File: src/rtl/fetch_pkg.sv
// ============================================================================
// fetch_pkg : shared constants for the instruction fetch stage
// Revision  : 1.0
// ============================================================================
`default_nettype none

package fetch_pkg;

   typedef logic [0:0] state_t;

   localparam state_t FETCH = 1'b0;
   localparam state_t ISSUE = 1'b1;

   localparam int INSTR_W   = 32;
   localparam int PC_INCR   = 4;

   localparam int COND_MSB  = 31;
   localparam int OP_MSB    = 27;
   localparam int FUNCT_MSB = 25;
   localparam int RD_MSB    = 15;

endpackage

`default_nettype wire

File: src/rtl/pc_register.sv
// ============================================================================
// pc_register : program counter with load enable, async active-low reset
// Revision    : 1.0
// ============================================================================
`default_nettype none

module pc_register #(
   parameter int                ADDR_W   = 32,
   parameter logic [ADDR_W-1:0] RESET_PC = '0
) (
   input  logic              clk,
   input  logic              reset,
   input  logic              load,
   input  logic [ADDR_W-1:0] d,
   output logic [ADDR_W-1:0] q
);

   logic [ADDR_W-1:0] r_pc;

   always_ff @(posedge clk or negedge reset) begin
      if (!reset) begin
         r_pc <= RESET_PC;
      end else if (load) begin
         r_pc <= d;
      end
   end

   assign q = r_pc;

endmodule

`default_nettype wire

File: src/rtl/fetch_unit.sv
// ============================================================================
// fetch_unit : PC, instruction-memory req/ack fetch and field decode
// Revision   : 1.0
// ============================================================================
`default_nettype none

module fetch_unit
   import fetch_pkg::*;
#(
   parameter int                ADDR_W   = 32,
   parameter logic [ADDR_W-1:0] RESET_PC = '0
) (
   input  logic                clk,
   input  logic                reset,
   output logic                imem_req,
   output logic [ADDR_W-1:0]   imem_addr,
   input  logic                imem_ack,
   input  logic [INSTR_W-1:0]  imem_rdata,
   input  logic                exec_done,
   input  logic                pc_src,
   input  logic [ADDR_W-1:0]   branch_target,
   output logic                instr_valid,
   output logic [INSTR_W-1:0]  instr,
   output logic [3:0]          Cond,
   output logic [1:0]          Op,
   output logic [5:0]          Funct,
   output logic [3:0]          Rd,
   output logic [ADDR_W-1:0]   pc_plus8
);

   state_t               r_state;
   logic                 r_req;
   logic                 r_valid;
   logic [INSTR_W-1:0]   r_instr;

   logic [ADDR_W-1:0]    w_pc;
   logic [ADDR_W-1:0]    w_pc_next;
   logic                 w_pc_load;
   logic                 w_ack_take;
   logic [1:0]           w_unused_tgt_lsbs;

   assign w_ack_take = (r_state == FETCH) && r_req && imem_ack;
   assign w_pc_load  = (r_state == ISSUE) && exec_done;
   assign w_pc_next  = pc_src ? {branch_target[ADDR_W-1:2], 2'b00}
                              : w_pc + ADDR_W'(PC_INCR);
   assign w_unused_tgt_lsbs = branch_target[1:0];

   pc_register #(
      .ADDR_W   (ADDR_W),
      .RESET_PC (RESET_PC)
   ) u_pc (
      .clk   (clk),
      .reset (reset),
      .load  (w_pc_load),
      .d     (w_pc_next),
      .q     (w_pc)
   );

   // Request is registered so it first rises one edge after reset release.
   always_ff @(posedge clk or negedge reset) begin
      if (!reset) begin
         r_state <= FETCH;
         r_req   <= 1'b0;
         r_valid <= 1'b0;
         r_instr <= '0;
      end else if (r_state == FETCH) begin
         if (w_ack_take) begin
            r_instr <= imem_rdata;
            r_valid <= 1'b1;
            r_req   <= 1'b0;
            r_state <= ISSUE;
         end else begin
            r_req   <= 1'b1;
         end
      end else begin
         if (exec_done) begin
            r_valid <= 1'b0;
            r_req   <= 1'b1;
            r_state <= FETCH;
         end
      end
   end

   assign imem_req    = r_req;
   assign imem_addr   = w_pc;
   assign instr_valid = r_valid;
   assign instr       = r_instr;
   assign Cond        = r_instr[COND_MSB  -: 4];
   assign Op          = r_instr[OP_MSB    -: 2];
   assign Funct       = r_instr[FUNCT_MSB -: 6];
   assign Rd          = r_instr[RD_MSB    -: 4];
   assign pc_plus8    = w_pc + ADDR_W'(2 * PC_INCR);

endmodule

`default_nettype wire

File: config.mk
export PLATFORM = sky130hd
export DESIGN_NAME = fetch_unit
export DESIGN_NICKNAME = d
export VERILOG_FILES = /design/src/rtl/fetch_pkg.sv /design/src/rtl/pc_register.sv /design/src/rtl/fetch_unit.sv
export SDC_FILE = /design/constraint.sdc
export NUM_CORES = 1
export LEC_CHECK = 0
export ABC_AREA = 1
export CAP_MARGIN = 20
export CORE_MARGIN = 1
export CORE_UTILIZATION = 34
export DETAILED_ROUTE_END_ITERATION = 10
export GPL_TIMING_DRIVEN = 0
export PLACE_DENSITY = 0.67
export SETUP_SLACK_MARGIN = 0.5
export SYNTH_ARGS = -nofsm -noshare
export SYNTH_HDL_FRONTEND = slang
export SYNTH_SLANG_ARGS = --single-unit
File: constraint.sdc
create_clock -name clk -period 2.5 [get_ports clk]
set_input_delay 0.75 -clock clk [delete_from_list [all_inputs] [get_ports clk]]
set_output_delay 0.75 -clock clk [all_outputs]
set_load 0.005 [all_outputs]
==> results.toml, run 1 <==
[outcome]
status = "finished with violations"
violations = "setup timing"

[min_path]
hp-class = "reg -> reg"
hp-start = "instr_valid"
min_path_cells = 2

[power]
leakage_nw = 3.57
p_per_area_nw_per_um2 = 1150
ir_drop_mv = 0.597
power_frac_seq_pct = 24.8
pwr-share-comb_pct = 57.8
p_switching_mw = 3.18
p_int_mw = 5.28
p_sw_share_pct = 37.6
clkPwrFrac_pct = 17.4

[synth]
synth.largest_area_cell = "dfrtp_1"
synthDistinctLibCells = 30
seq_area_frac_synth_pct = 38.6
synth_area_per_cell_um2 = 7.63
ys.flop_type = "dfrtp_1"
synth_area_leaders = "dfrtp_1 (39%), nand2_1 (14%), mux2_2 (8.6%)"
syn-cell-area_um2 = 4210
yosys_warnings = 0
synth_edf_count = 0
async_reset_ff_share_pct = 100
synth_cells = 552
ys_seq_elements = 65
synth.top_cell.area_share_pct = 38.6

[routing]
postRouteAntennaNets = 0
wl_um = 15500
drc = 0
vias = 4839
routed_via_density = 4.87
dr.pass1.iters = 6
drtIter0Drc = 226
routedWlPerCell_um = 15.6

[clock_network]
cts-buffers-inserted = 9
clk_latency_ps = 330
htree_levels = 3
cts_num_sinks = 65
tritoncts = "built"
cts_max_path_buffers = 2
path_clk_slew_ps = 60
cts_root_buffer = "clkbuf_16"

[final_layout]
nets = 892
drive_gt1_share_pct = 35.0
area_growth_pct = 74.9
mostFrequentLayoutCells = "nand2_1 (141), clkdlybuf4s50_1 (85), buf_4 (77), nor2_1 (57), inv_1 (48)"
fin_util_pct = 61.1
antenna_cells = 0
instances_no_fill = 994
layout_commonest_cell = "nand2_1"

[placed_design]
io_buffers = 176
place_congestion = 0.872
place_inst = 899
place_ws_ps = -351
hpwl_um = 10200

[critical_path]
r2r_slack_ps = 770
startpoint = "u_pc.q[4]"
required_ps = 1750
worstSetupStartpointType = "flop"
path_class = "reg -> out"
worstSetupEndpointType = "output port"
critPathMaxFanout = 3
reg2reg_from = "u_pc.q[2]"
worstPathArrival_ps = 1960
reg2regPathDepth = 11

[sta]
final_hold_viol_count = 0
fin_crit_ps = 2710
maxSlewViolCount = 0
relSlewSlack_pct = 40.5
setup-violations-final = 21
final.setup.tns_ps = -2310
tightest_slew_ps = 893
skew_ps = 4.83
rsz0062_at_grt = "yes"
fin_ws_ps = -208
clock.fmax_ghz = 0.369
period_share_pct = 108

[die]
floorplan.initialDensity_pct = 34.9
die-area_um2 = 12800
die_h_um = 113
dieWidth_um = 113
fp-row-count = 40
coreArea_um2 = 12100
io_pins = 183

[global_routing]
grt_pass1_vias = 4841
track_usage_pct = 24.4
antenna_found_initial = 0
grt_start_max_net_pins = 66
grt_first_pass_wirelength_um = 24100
overflow = 0

[flow_run]
cap_violations = 0
==> power groups by stage <==
stage | Combinational (mW) | Clock (mW) | Sequential (mW)
2_1_floorplan | 1.83 | 0 | 2.12
3_3_place_gp | 4.12 | 0 | 2.22
3_5_place_dp | 4.17 | 0 | 2.24
4_1_cts | 4.73 | 1.49 | 2.08
5_1_grt | 5.28 | 1.54 | 2.16
6_report | 4.89 | 1.47 | 2.09
==> per-layer routing <==
metal  track usage, %  share of wire (%)
met1             26.6                 37
met2             41.8                 48
met3             7.87                 10
met4             13.6                4.5
met5                0                  0
==> cell type report <==
type	count	area, um^2
Clock inverter	5	104
Sequential cell	65	1660
Fill cell	1028	4690
Timing Repair Buffer	255	2310
Clock buffer	11	233
Tap cell	168	210
Inverter	53	201
Multi-Input combinational cell	401	2420
Buffer	36	231
==> timing repair <==
item / in CTS / in global routing
endpoints found under the hold margin: 0 / 0
pin swaps: 37 / 19
gates resized for setup: 241 / 54
hold buffers: 0 / 0
buffers inserted: 66 / 13
endpoints found under the setup margin: 96 / 66
==> Yosys cell counts, types with 3 or more instances <==
master    number
o22ai_1        5
clkbuf_1      10
nand2_2        8
inv_1         49
inv_2          4
or2_2          3
a21oi_1       15
nor2_2         8
mux2_2        32
o21ai_0       18
nand2_1      153
nand3_1       37
xor2_1        25
nor2_4         8
buf_4         21
dfrtp_1       65
nand3b_1       3
buf_2          5
nor2_1        68
==> cell families after synthesis <==
kind of cell	share of synthesized area [%]
buf+inv	9.95
xor+xnor	5.41
compound gates	5.23
other cells	0.0890
mux	8.55
flops	38.6
simple gates	31.6
fa+ha+maj	0.594
==> metrics by stage <==
step / total power [mW] / hold slack (ps) / cell area (um^2)
global route: 8.97 / 513 / 7370
floorplan: 3.96 / 454 / 4250
detailed placement: 6.41 / 476 / 6210
global placement: 6.34 / 468 / 6220
CTS: 8.29 / 490 / 7150
finish: 8.45 / 482 / 7370
==> final timing paths <==
check | end
max | pc_plus8[14]
min | instr_valid
max reg2reg | u_pc.q[24]
min reg2reg | instr_valid
max in group asynchronous | u_pc.q[20]
min in group asynchronous | instr[30]
==> sequential cells by signal, summed over array words and instances (netlist names) <==
| register | flops |
|---|---|
| u_pc.q | 30 |
| instr_valid | 1 |
| imem_req | 1 |
| instr | 32 |
| r_state | 1 |
==> critical path, cell delays in order, from the launching register on <==
cell     delay (ps)
dfrtp_2         390
buf_6           100
buf_6            90
nand2_4          60
nor2_4          160
buf_4           140
buf_4            90
inv_1            70
nor2_4          120
buf_4           120
xor2_1          150
buf_2           130
Power figures use the tool's default switching activity.
==> run 2: changes to the inputs <==
Settings changed: GPL_ROUTABILITY_DRIVEN set to 0, GPL_TIMING_DRIVEN 0 to not set.
Clock period 2.5 ns to 3.45 ns, I/O delays scaled along.
==> run 2 against run 1 <==
  * The flow now finishes without violations
  * Worst setup slack improved by 630 ps
  * Via count fell by 6.6%
  * Register-to-register slack improved by 820 ps
  * Utilization fell by 3.3 points
  * First-iteration DRC count rose by 7.5%
  * Sequential share of layout area rose by 1.1 points
  * Sequential power fell by 26%
  * Final cell count fell by 5.1%
  * Sequential cell count did not move
  * Clock power fell by 38%
  * Die area did not move
  * Critical path type unchanged
==> results.toml, run 2 (synthesis gave the netlist of run 1 again) <==
[outcome]
status = "complete, no violations"

[power]
clkPwrFrac_pct = 15.7
p_sw_share_pct = 37.9
leakage_nw = 3.16
power_frac_seq_pct = 26.5
ir_drop_mv = 0.409
p_switching_mw = 2.22
p_per_area_nw_per_um2 = 840
p_int_mw = 3.64
finalPower_mw = 5.86
pwr-share-comb_pct = 57.8

[critical_path]
critPathBufInv = 4
critPathMaxFanout = 3
r2r-end = "u_pc.q[24]"
critPathTopFamily = "simple AND/OR/NAND/NOR gates"
path_common_cell = "nor2_4"
required_ps = 2410
slowest_delay_ps = 360
reg2regPathDepth = 13
reg2reg_from = "u_pc.q[3]"
worstPathCellList = "buf_4 > ha_4 > nand2_4 > nor2_4 > buf_6 > inv_4 > nor2_4 > nand2_4 > nor2_4 > nand2_2 > xor2_1 > buf_2"
worstPathArrival_ps = 1990
worstSetupStartpointType = "flop"
worstSetupEndpointType = "output port"
slowest_stage = "dfrtp_1"
path_class = "reg -> out"
r2r_slack_ps = 1590

[sta]
skew_ps = 5.70
relSlewSlack_pct = 53.1
final_hold_viol_count = 0
maxSlewViolCount = 0
fin_crit_ps = 3030
final.setup.tns_ps = 0
clock.fmax_ghz = 0.330
period_share_pct = 87.8
fin_ws_ps = 421
rsz0062_at_grt = "yes"
setup-violations-final = 0
tightest_slew_ps = 703

[die]
dieWidth_um = 113
fp-row-count = 40
die-area_um2 = 12800
die_h_um = 113
io_pins = 183
coreArea_um2 = 12100
floorplan.initialDensity_pct = 34.9

[global_routing]
grt_first_pass_wirelength_um = 21700
overflow = 0
track_usage_pct = 21.7
grt_start_max_net_pins = 40
antenna_found_initial = 0
grt_pass1_vias = 4544

[final_layout]
area_growth_pct = 65.5
largest_reg_flops = 32
nFillCells = 1061
layout_commonest_cell = "clkdlybuf4s50_1"
mostFrequentLayoutCells = "clkdlybuf4s50_1 (148), nand2_1 (144), nor2_1 (55), buf_4 (52)"
antenna_cells = 0
nets = 841
drive_gt1_share_pct = 27.4

[routing]
wl_met2_um = 6920
drc = 0
postRouteAntennaNets = 0
highest-signal-layer = "met4"
wl_um = 14000
dr.pass1.iters = 6
wl_met1_um = 5400
drtIter0Drc = 243
routed_via_density = 4.80
routedWlPerCell_um = 14.8
routed-wl-met3_um = 1280
vias = 4522

[min_path]
hold_path_end = "instr_valid"
min_path_cells = 2
hp-start = "instr_valid"
hp-class = "reg -> reg"

[clock_network]
cts_root_buffer = "clkbuf_16"
htree_levels = 3
tritoncts = "built"
cts_num_sinks = 65
cts_max_path_buffers = 2
path_clk_slew_ps = 60
cts_hold_buf = 0
clk_latency_ps = 330
cts-buffers-inserted = 9

[placed_design]
io_buffers = 176
place_ws_ps = 300
hpwl_um = 9600

[flow_run]
cap_violations = 0
[run 2: cell types whose count changed in the layout (fill, tap and decap cells not counted), sizes merged, moves of 4 or more]
cell and change:
dlymetal6s2s -12, buf -60, clkbuf -9, clkdlybuf4s50 +63, clkdlybuf4s15 -4, dlygate4sd2 -31
[run 2: tightest hold or removal path, delay by kind of cell (launching register included)]
family | cells | cell delay (ps)
flops | 1 | 350
simple gates | 2 | 100
[run 2: per-layer routing]
metal	up-vias	track usage, %
li1	2139	-
met1	2128	23.8
met2	224	37.9
met3	31	6.37
met4	0	11.5
met5	-	0
[run 2: per-stage QoR]
step	instances	cell area (um^2)	utilization, %	hold slack, ps
floorplan	555	4220	-	474
global placement	871	6040	50.1	472
detailed placement	871	6040	50.1	474
CTS	932	6830	56.6	491
global route	943	6970	57.8	522
finish	943	6970	57.8	484
[run 2: repair_timing]
| action | in CTS | in global routing |
|---|---|---|
| resized for setup | 114 | 31 |
| buffers inserted | 45 | 11 |
| setup endpoints to repair | 26 | 17 |
| hold endpoints to repair | 0 | 0 |
| pin swaps | 24 | 17 |
[run 2: worst max path at each step]
stage                         endpoint  slack [ps]  cells past startpoint      start
after floorplan           pc_plus8[25]        1000                      9  u_pc.q[4]
after global placement    pc_plus8[25]         310                     10  u_pc.q[4]
after detailed placement  pc_plus8[25]         300                     10  u_pc.q[4]
after CTS                 pc_plus8[25]         310                     12  u_pc.q[3]
after global routing      pc_plus8[17]         360                     12  u_pc.q[4]
final                     pc_plus8[25]         420                     12  u_pc.q[3]
[run 2: area by class of cell]
cell class / count / area [um^2] / area share, %
Multi-Input combinational cell: 401 / 2390 / 34.2
Timing Repair Buffer: 240 / 2230 / 32.0
Sequential cell: 65 / 1650 / 23.6
Clock buffer: 9 / 225 / 3.23
Tap cell: 168 / 210 / 3.01
Inverter: 53 / 204 / 2.92
Clock inverter: 7 / 71.3 / 1.02
[run 2: power by group through the flow]
stage / registers (mW) / clock network [mW] / logic, mW
detailed placement: 1.60 / 0 / 2.88
floorplan: 1.53 / 0 / 1.32
CTS: 1.54 / 0.928 / 3.28
finish: 1.55 / 0.918 / 3.39
global placement: 1.58 / 0 / 2.85
global route: 1.60 / 0.968 / 3.64
